**src/rtl/alu_pkg.sv**
```systemverilog
// Shared definitions for the ALU control sequencer: opcodes, strobe indices,
// FSM state encoding and the operand-fetch decode helper.
package alu_pkg;

  localparam int unsigned OPC_W  = 5;
  localparam int unsigned CTRL_W = 14;

  localparam logic [OPC_W-1:0] OP_ADD = 5'd0;
  localparam logic [OPC_W-1:0] OP_SUB = 5'd1;
  localparam logic [OPC_W-1:0] OP_MUL = 5'd2;
  localparam logic [OPC_W-1:0] OP_DIV = 5'd3;
  localparam logic [OPC_W-1:0] OP_AND = 5'd4;
  localparam logic [OPC_W-1:0] OP_OR  = 5'd5;
  localparam logic [OPC_W-1:0] OP_XOR = 5'd6;
  localparam logic [OPC_W-1:0] OP_NOT = 5'd7;
  localparam logic [OPC_W-1:0] OP_INC = 5'd8;
  localparam logic [OPC_W-1:0] OP_DEC = 5'd9;
  localparam logic [OPC_W-1:0] OP_FFT = 5'd10;
  localparam logic [OPC_W-1:0] OP_ENC = 5'd11;
  localparam logic [OPC_W-1:0] OP_DNC = 5'd12;
  localparam logic [OPC_W-1:0] OP_TNF = 5'd13;
  localparam logic [OPC_W-1:0] OP_STA = 5'd14;
  localparam logic [OPC_W-1:0] OP_HLT = 5'd15;

  // ALU strobe bit positions, same order as the opcodes
  localparam int unsigned CTRL_ADD = 0;
  localparam int unsigned CTRL_SUB = 1;
  localparam int unsigned CTRL_MUL = 2;
  localparam int unsigned CTRL_DIV = 3;
  localparam int unsigned CTRL_AND = 4;
  localparam int unsigned CTRL_OR  = 5;
  localparam int unsigned CTRL_XOR = 6;
  localparam int unsigned CTRL_NOT = 7;
  localparam int unsigned CTRL_INC = 8;
  localparam int unsigned CTRL_DEC = 9;
  localparam int unsigned CTRL_FFT = 10;
  localparam int unsigned CTRL_ENC = 11;
  localparam int unsigned CTRL_DNC = 12;
  localparam int unsigned CTRL_TNF = 13;

  typedef enum logic [2:0] {
    ST_IDLE,
    ST_FETCH,
    ST_DECODE,
    ST_OPERAND,
    ST_EXEC,
    ST_STORE,
    ST_HALT
  } state_t;

  function automatic logic needs_dr(input logic [OPC_W-1:0] op);
    return (op <= OP_NOT) || (op == OP_TNF);
  endfunction

endpackage

```
**src/rtl/alu_ctrl_decode.sv**
```systemverilog
// Combinational opcode decode: instruction class flags and the one-hot ALU strobe.
module alu_ctrl_decode
  import alu_pkg::*;
(
  input  logic [OPC_W-1:0]  opcode,
  output logic              needs_dr_c,
  output logic              is_sta_c,
  output logic              is_hlt_c,
  output logic              is_illegal_c,
  output logic [CTRL_W-1:0] onehot_c
);

  always_comb begin
    needs_dr_c   = needs_dr(opcode);
    is_sta_c     = (opcode == OP_STA);
    is_hlt_c     = (opcode == OP_HLT);
    is_illegal_c = (opcode > OP_HLT);
    onehot_c     = '0;
    if (opcode <= OP_TNF) begin
      onehot_c = CTRL_W'(1) << opcode;
    end
  end

endmodule

```
**src/rtl/alu_ctrl_seq.sv**
```systemverilog
// Fetch/decode/execute sequencer feeding a combinational ALU; owns AC, DR, IR, PC
// and the memory request port. Every output comes straight from a flop.
module alu_ctrl_seq
  import alu_pkg::*;
#(
  parameter int unsigned         DATA_W = 19,
  parameter int unsigned         ADDR_W = 14,
  parameter logic [ADDR_W-1:0]   PC_RST = '0
) (
  input  logic              clk,
  input  logic              rst,
  input  logic              run,
  output logic              mem_req,
  output logic              mem_we,
  output logic [ADDR_W-1:0] mem_addr,
  output logic [DATA_W-1:0] mem_wdata,
  input  logic [DATA_W-1:0] mem_rdata,
  input  logic              mem_ack,
  output logic [DATA_W-1:0] ac,
  output logic [DATA_W-1:0] dr,
  output logic [CTRL_W-1:0] alu_ctrl,
  input  logic [DATA_W-1:0] alu_result,
  input  logic              alu_ovf,
  output logic              ovf_flag,
  output logic              illegal,
  output logic              halted,
  output logic [ADDR_W-1:0] pc
);

  state_t              state, state_d;
  logic [DATA_W-1:0]   ir, ir_d, ac_d, dr_d;
  logic [ADDR_W-1:0]   pc_d, mem_addr_d;
  logic [CTRL_W-1:0]   alu_ctrl_d;
  logic                ovf_flag_d, illegal_d, halted_d, mem_req_d, mem_we_d;
  logic                ack_ok;
  logic                needs_dr_c, is_sta_c, is_hlt_c, is_illegal_c;
  logic [CTRL_W-1:0]   onehot_c;

  alu_ctrl_decode u_decode (
    .opcode       (ir[DATA_W-1 -: OPC_W]),
    .needs_dr_c   (needs_dr_c),
    .is_sta_c     (is_sta_c),
    .is_hlt_c     (is_hlt_c),
    .is_illegal_c (is_illegal_c),
    .onehot_c     (onehot_c)
  );

  assign mem_wdata = ac;
  assign ack_ok    = mem_req & mem_ack;

  // State register and all registered outputs
  always_ff @(posedge clk) begin
    if (rst) begin
      state    <= ST_IDLE;
      pc       <= PC_RST;
      ir       <= '0;
      ac       <= '0;
      dr       <= '0;
      ovf_flag <= 1'b0;
      illegal  <= 1'b0;
      halted   <= 1'b0;
      mem_req  <= 1'b0;
      mem_we   <= 1'b0;
      mem_addr <= PC_RST;
      alu_ctrl <= '0;
    end else begin
      state    <= state_d;
      pc       <= pc_d;
      ir       <= ir_d;
      ac       <= ac_d;
      dr       <= dr_d;
      ovf_flag <= ovf_flag_d;
      illegal  <= illegal_d;
      halted   <= halted_d;
      mem_req  <= mem_req_d;
      mem_we   <= mem_we_d;
      mem_addr <= mem_addr_d;
      alu_ctrl <= alu_ctrl_d;
    end
  end

  // Next state, datapath updates and next values of the registered outputs
  always_comb begin
    state_d    = state;
    pc_d       = pc;
    ir_d       = ir;
    ac_d       = ac;
    dr_d       = dr;
    ovf_flag_d = ovf_flag;
    illegal_d  = illegal;

    unique case (state)
      ST_IDLE: begin
        if (run) state_d = ST_FETCH;
      end
      ST_FETCH: begin
        if (ack_ok) begin
          ir_d    = mem_rdata;
          pc_d    = pc + ADDR_W'(1);
          state_d = ST_DECODE;
        end
      end
      ST_DECODE: begin
        if (is_illegal_c) begin
          illegal_d = 1'b1;
          state_d   = ST_FETCH;
        end else if (is_hlt_c) begin
          state_d = ST_HALT;
        end else if (is_sta_c) begin
          state_d = ST_STORE;
        end else if (needs_dr_c) begin
          state_d = ST_OPERAND;
        end else begin
          state_d = ST_EXEC;
        end
      end
      ST_OPERAND: begin
        if (ack_ok) begin
          dr_d    = mem_rdata;
          state_d = ST_EXEC;
        end
      end
      ST_EXEC: begin
        ac_d       = alu_result;
        ovf_flag_d = ovf_flag | alu_ovf;
        state_d    = ST_FETCH;
      end
      ST_STORE: begin
        if (ack_ok) state_d = ST_FETCH;
      end
      ST_HALT: begin
        state_d = ST_HALT;
      end
      default: begin
        state_d = ST_IDLE;
      end
    endcase

    // An acked request always leaves one idle cycle before the next request
    mem_req_d  = ((state_d == ST_FETCH) || (state_d == ST_OPERAND) ||
                  (state_d == ST_STORE)) && !ack_ok;
    mem_we_d   = (state_d == ST_STORE) && !ack_ok;
    mem_addr_d = (state_d == ST_FETCH) ? pc_d : ir_d[ADDR_W-1:0];
    alu_ctrl_d = (state_d == ST_EXEC) ? onehot_c : '0;
    halted_d   = (state_d == ST_HALT);
  end

endmodule

```
**config.mk**
```make
export PLATFORM = sky130hd
export DESIGN_NAME = alu_ctrl_seq
export DESIGN_NICKNAME = d
export VERILOG_FILES = /design/src/rtl/alu_pkg.sv /design/src/rtl/alu_ctrl_decode.sv /design/src/rtl/alu_ctrl_seq.sv
export SDC_FILE = /design/constraint.sdc
export NUM_CORES = 1
export LEC_CHECK = 0
export BUFFER_PORTS_ARGS = -buffer_cell sky130_fd_sc_hd__buf_2
export CAP_MARGIN = 20
export CELL_PAD_IN_SITES_DETAIL_PLACEMENT = 1
export CELL_PAD_IN_SITES_GLOBAL_PLACEMENT = 1
export CORE_ASPECT_RATIO = 1.75
export CORE_MARGIN = 5
export CORE_UTILIZATION = 41
export CTS_BUF_LIST = sky130_fd_sc_hd__clkbuf_2
export CTS_CLUSTER_SIZE = 40
export DETAILED_ROUTE_END_ITERATION = 7
export PLACE_DENSITY = 0.93
export SYNTH_ARGS = -nofsm -noshare
export SYNTH_HDL_FRONTEND = slang
export SYNTH_HIERARCHICAL = 1
export SYNTH_SLANG_ARGS = --single-unit
```
**constraint.sdc**
```tcl
create_clock -name clk -period 5 [get_ports clk]
set_clock_uncertainty 0.2 [all_clocks]
set_input_delay 0.75 -clock clk [delete_from_list [all_inputs] [get_ports clk]]
set_output_delay 0.75 -clock clk [all_outputs]
set_load 0.03 [all_outputs]
```
Yosys cells after proc, flatten, opt, wreduce, memory -nomap -nowiden
Cells that the tools add are included.
{"block": "totals", "ff_bits": 107, "latchBits": 0, "ramBits": 0, "rom_bits": 0, "inputBits": 43, "out_inout_bits": 104, "elab_cells": 61, "mem_count": 0}
{"block": "classes", "n_addsub": 1, "multipliers": 0, "div": 0, "n_lt_le_gt_ge": 3, "n_eq_ne": 14, "shift": 1, "mux": 14, "n_bitwise": 4, "n_reduce_logical": 11}
{"operator": "$mux 14", "n": 5}
{"operator": "$mux 3", "n": 8}
{"operator": "$pmux 3 s7", "n": 1}
{"operator": "$eq 3x3->1 const B", "n": 6}
{"operator": "$eq 5x4->1 const B", "n": 3}
{"operator": "$add 14x1->14 const B", "n": 1}
{"operator": "$shl 1x5->14 const A", "n": 1}
{"operator": "$eq 3x2->1 const B", "n": 3}
{"operator": "$eq 3x1->1 const B", "n": 2}
{"operator": "$reduce_and 2->1", "n": 3}
{"operator": "$gt 5x4->1 const B", "n": 1}
{"operator": "$le 5x3->1 const B", "n": 1}
{"operator": "$le 5x4->1 const B", "n": 1}
{"operator": "$logic_not 3->1", "n": 1}
{"operator": "$logic_or 1x1->1", "n": 3}
{"operator": "$reduce_or 3->1", "n": 1}
{"operator": "$logic_and 1x1->1", "n": 2}
{"operator": "$not 1->1", "n": 2}
{"operator": "$and 1x1->1", "n": 1}
{"operator": "$logic_not 1->1", "n": 1}
{"operator": "$or 1x1->1", "n": 1}

Logic depth before layout (Yosys ltp)
Gate-level depths: netlist of the first run.
{"block": "logic_depth", "ltp_word": 11, "ltp_mapped": 9}

Cells and area by module
Netlist of the first run, hierarchy kept.
{"mod": "alu_ctrl_seq", "instances": 1, "cells_each": 446, "area_per_inst_um2": 4107.7, "seq_area_each_um2": 2142.1}
{"mod": "alu_ctrl_decode", "instances": 1, "cells_each": 28, "area_per_inst_um2": 209.0, "seq_area_each_um2": 0.0}

Worst setup path before layout of the first run
No wires, ideal clock.
{"block": "synth_timing", "kind": "register to register", "from": "reg ir[17]", "to": "reg mem_addr[10]", "setup_ns": 0.080, "t_arrival_ns": 2.035, "t_required_ns": 4.720, "path_slack_ns": 2.685, "path_stages_with_launch": 10, "path_cell_list": "dfxtp_1 > buf_4 > inv_2 > nor4b_2 > o21bai_1 > a221o_1 > buf_4 > buf_6 > o31a_1 > a211oi_2"}
{"item": "start, declared", "line_no": "alu_ctrl_seq.sv:31", "text": "logic [DATA_W-1:0] ir, ir_d, ac_d, dr_d;"}
{"item": "start signal, assigned", "line_no": "alu_ctrl_seq.sv:69", "text": "ir <= ir_d;"}
{"item": "$eq 5x4->1", "line_no": "alu_ctrl_decode.sv:15", "text": "is_sta_c = (opcode == OP_STA);"}
{"item": "net is_sta_c", "line_no": "alu_ctrl_seq.sv:36", "text": "logic needs_dr_c, is_sta_c, is_hlt_c, is_illegal_c;"}
{"item": "$mux 3", "line_no": "alu_ctrl_seq.sv:109", "text": "end else if (is_sta_c) begin"}
{"item": "$mux 3", "line_no": "alu_ctrl_seq.sv:107", "text": "end else if (is_hlt_c) begin"}
{"item": "$mux 3", "line_no": "alu_ctrl_seq.sv:104", "text": "if (is_illegal_c) begin"}
{"item": "$pmux 3 s7", "line_no": "alu_ctrl_seq.sv:92", "text": "unique case (state)"}
{"item": "$eq 3x1->1", "line_no": "alu_ctrl_seq.sv:143", "text": "mem_addr_d = (state_d == ST_FETCH) ? pc_d : ir_d[ADDR_W-1:0];"}
{"item": "$mux 14", "line_no": "alu_ctrl_seq.sv:143"}
{"item": "end signal, assigned", "line_no": "alu_ctrl_seq.sv:77", "text": "mem_addr <= mem_addr_d;"}
{"item": "end, declared", "line_no": "alu_ctrl_seq.sv:15", "text": "output logic [ADDR_W-1:0] mem_addr,"}
The timed path passes the listed nets, and every way through them passes these cells.
A chain may end at the register's enable or synchronous reset.

Worst setup path in the final report of the first run
{"block": "layout_timing", "from": "reg ir[14]", "to": "reg mem_addr[3]"}
{"block": "layout_between", "elab_chain_cells": 9}
{"item": "$le 5x3->1 / $eq 5x4->1 (equally long branches)", "line_no": "alu_pkg.sv:52", "text": "return (op <= OP_NOT) || (op == OP_TNF);"}
{"item": "$logic_or 1x1->1 (*)", "line_no": "alu_pkg.sv:52"}
{"item": "net needs_dr_c", "line_no": "alu_ctrl_seq.sv:36"}
{"item": "$mux 3 (*)", "line_no": "alu_ctrl_seq.sv:111", "text": "end else if (needs_dr_c) begin"}
{"item": "$mux 3 (*)", "line_no": "alu_ctrl_seq.sv:109"}
{"item": "$mux 3 (*)", "line_no": "alu_ctrl_seq.sv:107"}
{"item": "$mux 3 (*)", "line_no": "alu_ctrl_seq.sv:104"}
{"item": "$pmux 3 s7 (*)", "line_no": "alu_ctrl_seq.sv:92"}
{"item": "$eq 3x1->1 (*)", "line_no": "alu_ctrl_seq.sv:143"}
{"item": "$mux 14 (*)", "line_no": "alu_ctrl_seq.sv:143"}
The timed path passes the listed nets; every way through them passes the cells marked *.

==> metrics.cfg, run 1 <==
[clocking]
cts_num_sinks = 107
cts_tree = built
cts-root-to-sink-buffers = 2
quantity_of_hold_fixing_buffers_added_after_cts = 0
buffers_inserted_by_post_cts_timing_repair = 0
cts-buffers-inserted = 9
clock_tree.htree_level_count = 3
clk_transition_reported_paths_ns = 0.30
cts_resized = 0
insertion_delay_ns = 0.61
cts_root_buffer = sky130_fd_sc_hd__clkbuf_2

[route]
drt_iter0_markers = 134
routed_wire_length_per_instance_um = 17.3
drt.antenna.violating_nets = 0
vias = 3712
detail_route.drc_violations = 0
drt_first_pass_iters = 4
drt-total-wl_mm = 12.4
route.detailed.vias_per_inst = 5.18

[global_routing]
global_routing_usage_on_met2_pct = 37.8
grt_pass1_vias = 3997
maximum_number_of_pins_on_one_net_before_global_route_repair = 66
grt-ovfl-total = 0
top_usage_layer = met2
grt_antenna_before_repair = 0
first_pass_grt_wire_length_mm = 19.6
globalRouteMet3Util_pct = 3.85
groute.layer.met1.usage_pct = 18.8
groute.usage.overall_pct = 19.6

[sta]
setup_viol = 0
setup_tns_ns = 0
timing_worst_slew_pin_value_ns = 0.982
grt_setup_unrepaired = no
fmax_mhz = 307
slew_headroom_pct = 34.5
finalCriticalPeriod_ns = 3.26
drv_slew = 0
hold_viol_final = 0
timing.final.crit_share_pct = 65.2
layout_setup_ws_ns = 1.74

[finish]
area_of_the_multi_input_gates_um2 = 1860
share_of_post_route_cells_with_drive_strength_above_1_pct = 31.5
antenna_cells_inserted = 0
area_growth_syn_to_layout_pct = 16.8
area.sequential_um2 = 2140
finish.net_count = 629
n_fill_cell = 1257

[synthesis]
ys_seq_elements = 107
synth_fp_nets = 518
syn-mean-instance-area_um2 = 9.11
syn_area_um2 = 4320
synth_top_flop_cell = sky130_fd_sc_hd__dfxtp_1
number_of_cells_produced_by_synthesis = 474
synth_cell_type_count = 53
yosys_warnings = 6
synth-edff-count = 0
yosysSeqAreaShare_pct = 49.6
postSynth.asyncResetShare_pct = 0

[power_and_ir_drop]
power.density_cell_area_nw_per_um2 = 282
leakagePower_nw = 2.29
peakVddDrop_mv = 0.173

[die]
number_of_i_o_pins = 147
die-width_um = 87.6
starting_density_of_the_core_pct = 41.9
die_y_um = 146
core_um2 = 10300
core.rowCount = 49
fp.dieArea_um2 = 12800

[hold_path]
holdCritStartpoint = alu_result[10]
worst_hold_path_type = in2reg

[critical_path]
reg2reg_from = ir[14]
timing.setup.critical_path_class = reg2reg
critPathLaunch = ir[14]
critPathCaptureType = flop
worst_setup_path_start_kind = flop
cp_data_arrival_time_ns = 3.54
cp.required_ns = 5.28
critical_path_peak_fanout = 15

[place]
buffer_ports.inserted = 146
globalplace.congestion = 0.875
place.detailed.hpwl_mm = 9.73
preCtsSetupSlack_ns = 1.79

[flow_run]
timing.max_cap.violations = 0

[outcome]
run_status = finished clean

## synthesized netlist by cell type (2+ instances only)
| library cell | n | area share (%) |
|---|---|---|
| sky130_fd_sc_hd__nor2_1 | 34 | 3.0 |
| sky130_fd_sc_hd__nand2b_1 | 4 | 0.58 |
| sky130_fd_sc_hd__o211ai_2 | 2 | 0.58 |
| sky130_fd_sc_hd__a211oi_2 | 6 | 1.7 |
| sky130_fd_sc_hd__and4_1 | 5 | 1.0 |
| sky130_fd_sc_hd__buf_2 | 7 | 0.81 |
| sky130_fd_sc_hd__inv_1 | 5 | 0.43 |
| sky130_fd_sc_hd__xnor2_1 | 4 | 0.81 |
| sky130_fd_sc_hd__nor3_2 | 2 | 0.46 |
| sky130_fd_sc_hd__xor2_1 | 9 | 1.8 |
| sky130_fd_sc_hd__buf_4 | 22 | 3.8 |
| sky130_fd_sc_hd__nor4b_1 | 2 | 0.41 |
| sky130_fd_sc_hd__nor2b_1 | 5 | 0.72 |
| sky130_fd_sc_hd__nor4_1 | 5 | 0.72 |
| sky130_fd_sc_hd__o211a_1 | 2 | 0.46 |
| sky130_fd_sc_hd__and3_1 | 4 | 0.58 |
| sky130_fd_sc_hd__clkbuf_1 | 18 | 1.6 |
| sky130_fd_sc_hd__a21oi_1 | 46 | 5.3 |
| sky130_fd_sc_hd__buf_6 | 2 | 0.52 |
| sky130_fd_sc_hd__nand4_1 | 2 | 0.29 |
| sky130_fd_sc_hd__nand3_1 | 5 | 0.58 |
| sky130_fd_sc_hd__a211oi_1 | 7 | 1.2 |
| sky130_fd_sc_hd__nor3_1 | 5 | 0.58 |
| sky130_fd_sc_hd__nor4b_2 | 2 | 0.70 |
| sky130_fd_sc_hd__and2_1 | 15 | 2.2 |
| sky130_fd_sc_hd__nand4b_1 | 2 | 0.41 |
| sky130_fd_sc_hd__o31a_1 | 13 | 2.6 |
| sky130_fd_sc_hd__mux2i_1 | 14 | 3.2 |
| sky130_fd_sc_hd__nand2_1 | 94 | 8.2 |
| sky130_fd_sc_hd__dfxtp_1 | 107 | 50 |
| sky130_fd_sc_hd__a31oi_1 | 2 | 0.29 |
## layout make-up
cell class              count  share of cell area (%)
clock buffers               9                   0.893
clock inverters             7                    1.17
inverters                   6                   0.447
multi-input cells         312                    36.9
flip-flops and latches    107                    42.5
well taps                 127                    3.15
repair buffers            149                    14.9
## critical path, cell delays in order, from the launching register on
cell and delay, ns:
sky130_fd_sc_hd__dfxtp_1 0.66, sky130_fd_sc_hd__nand2b_1 0.22, sky130_fd_sc_hd__o22ai_1 0.26, sky130_fd_sc_hd__inv_1 0.07, sky130_fd_sc_hd__o311ai_1 0.37, sky130_fd_sc_hd__o211ai_2 0.39
sky130_fd_sc_hd__nor3_2 0.82, sky130_fd_sc_hd__a211oi_1 0.17
## layout by cell type (no fill, tap or decap), drive strengths merged, types with 3 or more instances in the layout
cell    instances
buf           149
nor2b           5
dfxtp         107
and3            5
nor3            7
clkinv          3
nand2          94
xor2            9
and4            5
mux2i          14
nand2b          5
a21oi          46
nor4            7
nor4b           4
nor2           35
inv            10
and2           15
nand3           5
xnor2           4
a211oi         13
o31a           13
clkbuf          9
## registers in the layout, summed over array words and instances, names as in the netlist
register	count
ac	19
dr	19
ir	19
alu_ctrl	14
mem_addr	14
pc	14
state	3
halted	1
illegal	1
mem_req	1
mem_we	1
ovf_flag	1
## worst paths after layout
path | slack (ns) | to | cells past startpoint
hold reg to reg | 0.28 | dr[2] | 2
setup / recovery | 1.74 | mem_addr[3] | 7
setup reg to reg | 1.74 | mem_addr[3] | 7
hold / removal | 0.13 | ac[10] | 3
## per-layer routing
layer / wire (um) / vias to the layer above / share of wire, %
met3: 642 / 26 / 5.2
met1: 4280 / 1756 / 35
met4: 367 / 0 / 3.0
li1: - / 1822 / -
met2: 7100 / 108 / 57
met5: 0 / - / 0
## metrics by stage
step | util, % | hold WS, ns | instance area (um^2) | instances | total power, mW
floorplan | - | 0.241 | 4320 | 474 | 1.01
finish | 49.0 | 0.125 | 5040 | 717 | 1.42
detailed placement | 47.9 | 0.247 | 4940 | 701 | 1.06
CTS | 49.0 | 0.0823 | 5040 | 717 | 1.44
global placement | 47.9 | 0.241 | 4940 | 701 | 1.05
global route | 49.0 | 0.0712 | 5040 | 717 | 1.49
## report_power, final
part	internal [mW]	switching (mW)
Combinational	0.0555	0.0994
Clock	0.0763	0.304
Sequential	0.874	0.0134
Total	1.01	0.417
## kinds of logic (layout without fill, tap and decap cells)
group,after synthesis,in the layout,share of synthesized area [%]
multiplexers,15,15,3.51
AO/OA/AOI/OAI,88,88,14.1
adder cells (fa/ha/maj),1,1,0.290
XOR/XNOR,13,13,2.64
flip-flops,107,107,49.6
buffers and inverters,55,171,7.25
AND/OR/NAND/NOR,195,195,22.6
Power figures use the tool's default switching activity.
==> run 2, diff against run 1 <==
--- a/config.mk
+++ b/config.mk
@@ -5,17 +5,18 @@
 export SDC_FILE = /design/constraint.sdc
 export NUM_CORES = 1
 export LEC_CHECK = 0
+export ABC_AREA = 1
 export BUFFER_PORTS_ARGS = -buffer_cell sky130_fd_sc_hd__buf_2
 export CAP_MARGIN = 20
 export CELL_PAD_IN_SITES_DETAIL_PLACEMENT = 1
 export CELL_PAD_IN_SITES_GLOBAL_PLACEMENT = 1
 export CORE_ASPECT_RATIO = 1.75
 export CORE_MARGIN = 5
-export CORE_UTILIZATION = 41
+export CORE_UTILIZATION = 37
 export CTS_BUF_LIST = sky130_fd_sc_hd__clkbuf_2
 export CTS_CLUSTER_SIZE = 40
 export DETAILED_ROUTE_END_ITERATION = 7
-export PLACE_DENSITY = 0.93
+export PLACE_DENSITY = 0.88
 export SYNTH_ARGS = -nofsm -noshare
 export SYNTH_HDL_FRONTEND = slang
 export SYNTH_HIERARCHICAL = 1
==> constraint.sdc (replaced) <==
create_clock -name clk -period 3.2 [get_ports clk]
set_clock_uncertainty 0.2 [all_clocks]
set_input_delay 0.48 -clock clk [delete_from_list [all_inputs] [get_ports clk]]
set_output_delay 0.48 -clock clk [all_outputs]
set_load 0.03 [all_outputs]
==> run 2 against run 1 <==
Combinational power is 86% higher. Maximum frequency grew 39%. Hold slack worse by 0.012 ns. Clock-buffer cell count rose by 1. Die area grew 15%. First-iteration DRC count increased by 38%.
==> metrics.cfg, run 2 <==
[power_and_ir_drop]
peakVddDrop_mv = 0.165
power.density_cell_area_nw_per_um2 = 405
leakagePower_nw = 2.74

[critical_path]
critPathCaptureType = flop
reg2reg_from = state[1]
terminus_of_the_critical_flop_to_flop_path = ac[11]
cp_data_arrival_time_ns = 2.63
critical_path_peak_fanout = 20
worstRegToRegCells = 5
worst_setup_path_start_kind = flop
ff2ff_setup_slack_ns = 0.86
timing.setup.critical_path_class = reg2reg
cp.required_ns = 3.49

[synthesis]
number_of_cells_produced_by_synthesis = 587
area_contributors_post_synth = sky130_fd_sc_hd__dfxtp_1, sky130_fd_sc_hd__nor2_1, sky130_fd_sc_hd__nand2_1
netlist.area_leader.share_pct = 47.3
synth_simple_gate_area_share_pct = 31.0
syn_area_um2 = 4530
synth_fp_nets = 631
yosysMostFrequentCell = sky130_fd_sc_hd__nor2_1
syn-mean-instance-area_um2 = 7.72
synth-edff-count = 0
synth_top_flop_cell = sky130_fd_sc_hd__dfxtp_1
postSynth.asyncResetShare_pct = 0
netlist_top_cells_count = sky130_fd_sc_hd__nor2_1, sky130_fd_sc_hd__dfxtp_1, sky130_fd_sc_hd__nand2_1
yosys_warnings = 6
yosysSeqAreaShare_pct = 47.3
yosys.area_share.adder_pct = 0.276
largest_family_of_logic_cells_by_synthesized_area = simple AND/OR/NAND/NOR gates
synth_cell_type_count = 33
ys_seq_elements = 107
synth_largest_area_cell = sky130_fd_sc_hd__dfxtp_1
post_synth_xor_area_fraction_pct = 1.55
compound_cell_area_share_of_the_yosys_netlist_pct = 5.99
post_synth_mux_area_share_pct = 3.09

[clocking]
cts_resized = 0
cts-buffers-inserted = 9
cts_root_buffer = sky130_fd_sc_hd__clkbuf_2
insertion_delay_ns = 0.58
cts_num_sinks = 107
clock_tree.htree_level_count = 3
cts-root-to-sink-buffers = 2
buffers_inserted_by_post_cts_timing_repair = 0
clk_transition_reported_paths_ns = 0.25
quantity_of_hold_fixing_buffers_added_after_cts = 39
cts_tree = built

[route]
vias = 4284
routed_wire_length_per_instance_um = 15.5
drt_first_pass_iters = 4
drt_iter0_markers = 185
drt-total-wl_mm = 14.1
drt.antenna.violating_nets = 0
detail_route.drc_violations = 0
route.detailed.vias_per_inst = 4.69

[sta]
grt_setup_unrepaired = no
fmax_mhz = 428
finalCriticalPeriod_ns = 2.34
setup_tns_ns = 0
drv_slew = 0
hold_viol_final = 0
setup_viol = 0
timing_worst_slew_pin_value_ns = 0.720
timing.final.crit_share_pct = 73.0
layout_setup_ws_ns = 0.863
slew_headroom_pct = 52.0

[global_routing]
grt-ovfl-total = 0
first_pass_grt_wire_length_mm = 22.7
grt_antenna_before_repair = 1
maximum_number_of_pins_on_one_net_before_global_route_repair = 60
grt_pass1_vias = 4670
groute.usage.overall_pct = 19.7

[die]
core.rowCount = 53
number_of_i_o_pins = 147
starting_density_of_the_core_pct = 37.7
core_um2 = 12000
die_y_um = 156
fp.dieArea_um2 = 14600
die-width_um = 93.6

[finish]
post-route-cell-area_um2 = 5700
finish.cell_count_without_fillers = 913
finish.net_count = 786
share_of_post_route_cells_with_drive_strength_above_1_pct = 26.9
layout.cells.most_common_list = sky130_fd_sc_hd__nor2_1, sky130_fd_sc_hd__buf_2, sky130_fd_sc_hd__dfxtp_1
commonest_non_fill_non_tap_cell_in_the_layout = sky130_fd_sc_hd__nor2_1
area_growth_syn_to_layout_pct = 25.8
finish.utilization_pct = 47.5
n_fill_cell = 1546
reg_top3 = ac (19), dr (19), ir (19)

[hold_path]
timing.hold.worst_endpoint = mem_req
worst_hold_path_type = in2reg
holdCritStartpoint = mem_ack
timing.hold.worst_path_depth = 4

[place]
place.detailed.hpwl_mm = 10.1
place_inst = 857
placed_area_um2 = 5190
buffer_ports.inserted = 146
globalplace.congestion = 0.871
preCtsSetupSlack_ns = 0.897

[flow_run]
timing.max_cap.violations = 0

[outcome]
run_status = finished clean

## run 2: cell count changes after synthesis, sizes merged, moves of 39 or more
| cell | delta |
|---|---|
| nor2 | +159 |
| inv | +46 |
| o21ai | +44 |
| a21oi | -39 |
## run 2: stage by stage
stage	hold slack [ns]	power, mW
global route	0.101	2.42
detailed placement	0.244	1.66
global placement	0.235	1.64
floorplan	0.260	1.58
CTS	0.0584	2.34
finish	0.113	2.31
## run 2: cell type report
cell class	instances	area, um^2	area share, %
flip-flops and latches	107	2140	37.6
multi-input cells	384	1900	33.3
repair buffers	187	1140	19.9
well taps	165	206	3.62
inverters	53	199	3.49
clock inverters	6	65.1	1.14
clock buffers	10	50.0	0.878
diodes	1	2.50	0.0439
## run 2: power breakdown
part | switching (mW) | internal (mW)
combinational | 0.180 | 0.108
clock | 0.452 | 0.185
sequential | 0.0169 | 1.37
total | 0.649 | 1.66
## run 2: worst max path at each step
stage | startpoint | cells after the start | endpoint | slack (ns)
6_report | state[1] | 5 | ac[11] | 0.86
5_1_grt | state[1] | 5 | ac[11] | 0.70
4_1_cts | state[1] | 5 | ac[11] | 0.92
3_5_place_dp | mem_ack | 8 | dr[1] | 0.90
3_3_place_gp | mem_ack | 9 | mem_addr[13] | 1.00
2_1_floorplan | ir[14] | 12 | mem_addr[5] | 1.32
## run 2: cell families after synthesis
group,count (synthesis)
buf+inv,96
mux,14
flops,107
simple gates,308
compound gates,53
fa+ha+maj,1
xor+xnor,8
## run 2: metal layers
layer  up-vias  track usage (%)  wire length (um)
met5         -                0                 0
met4         0             9.57               559
met3        39             3.46               649
met2       122             38.6              7840
met1      2025             19.4              5100
li1       2098                -                 -
## run 2: worst max-delay path, cell delays in order (launching register included)
cell and delay (ns):
sky130_fd_sc_hd__dfxtp_1 0.44, sky130_fd_sc_hd__nor2_1 0.23, sky130_fd_sc_hd__nand2_1 0.42, sky130_fd_sc_hd__inv_1 0.65, sky130_fd_sc_hd__nor2_1 0.15, sky130_fd_sc_hd__nor2_1 0.18
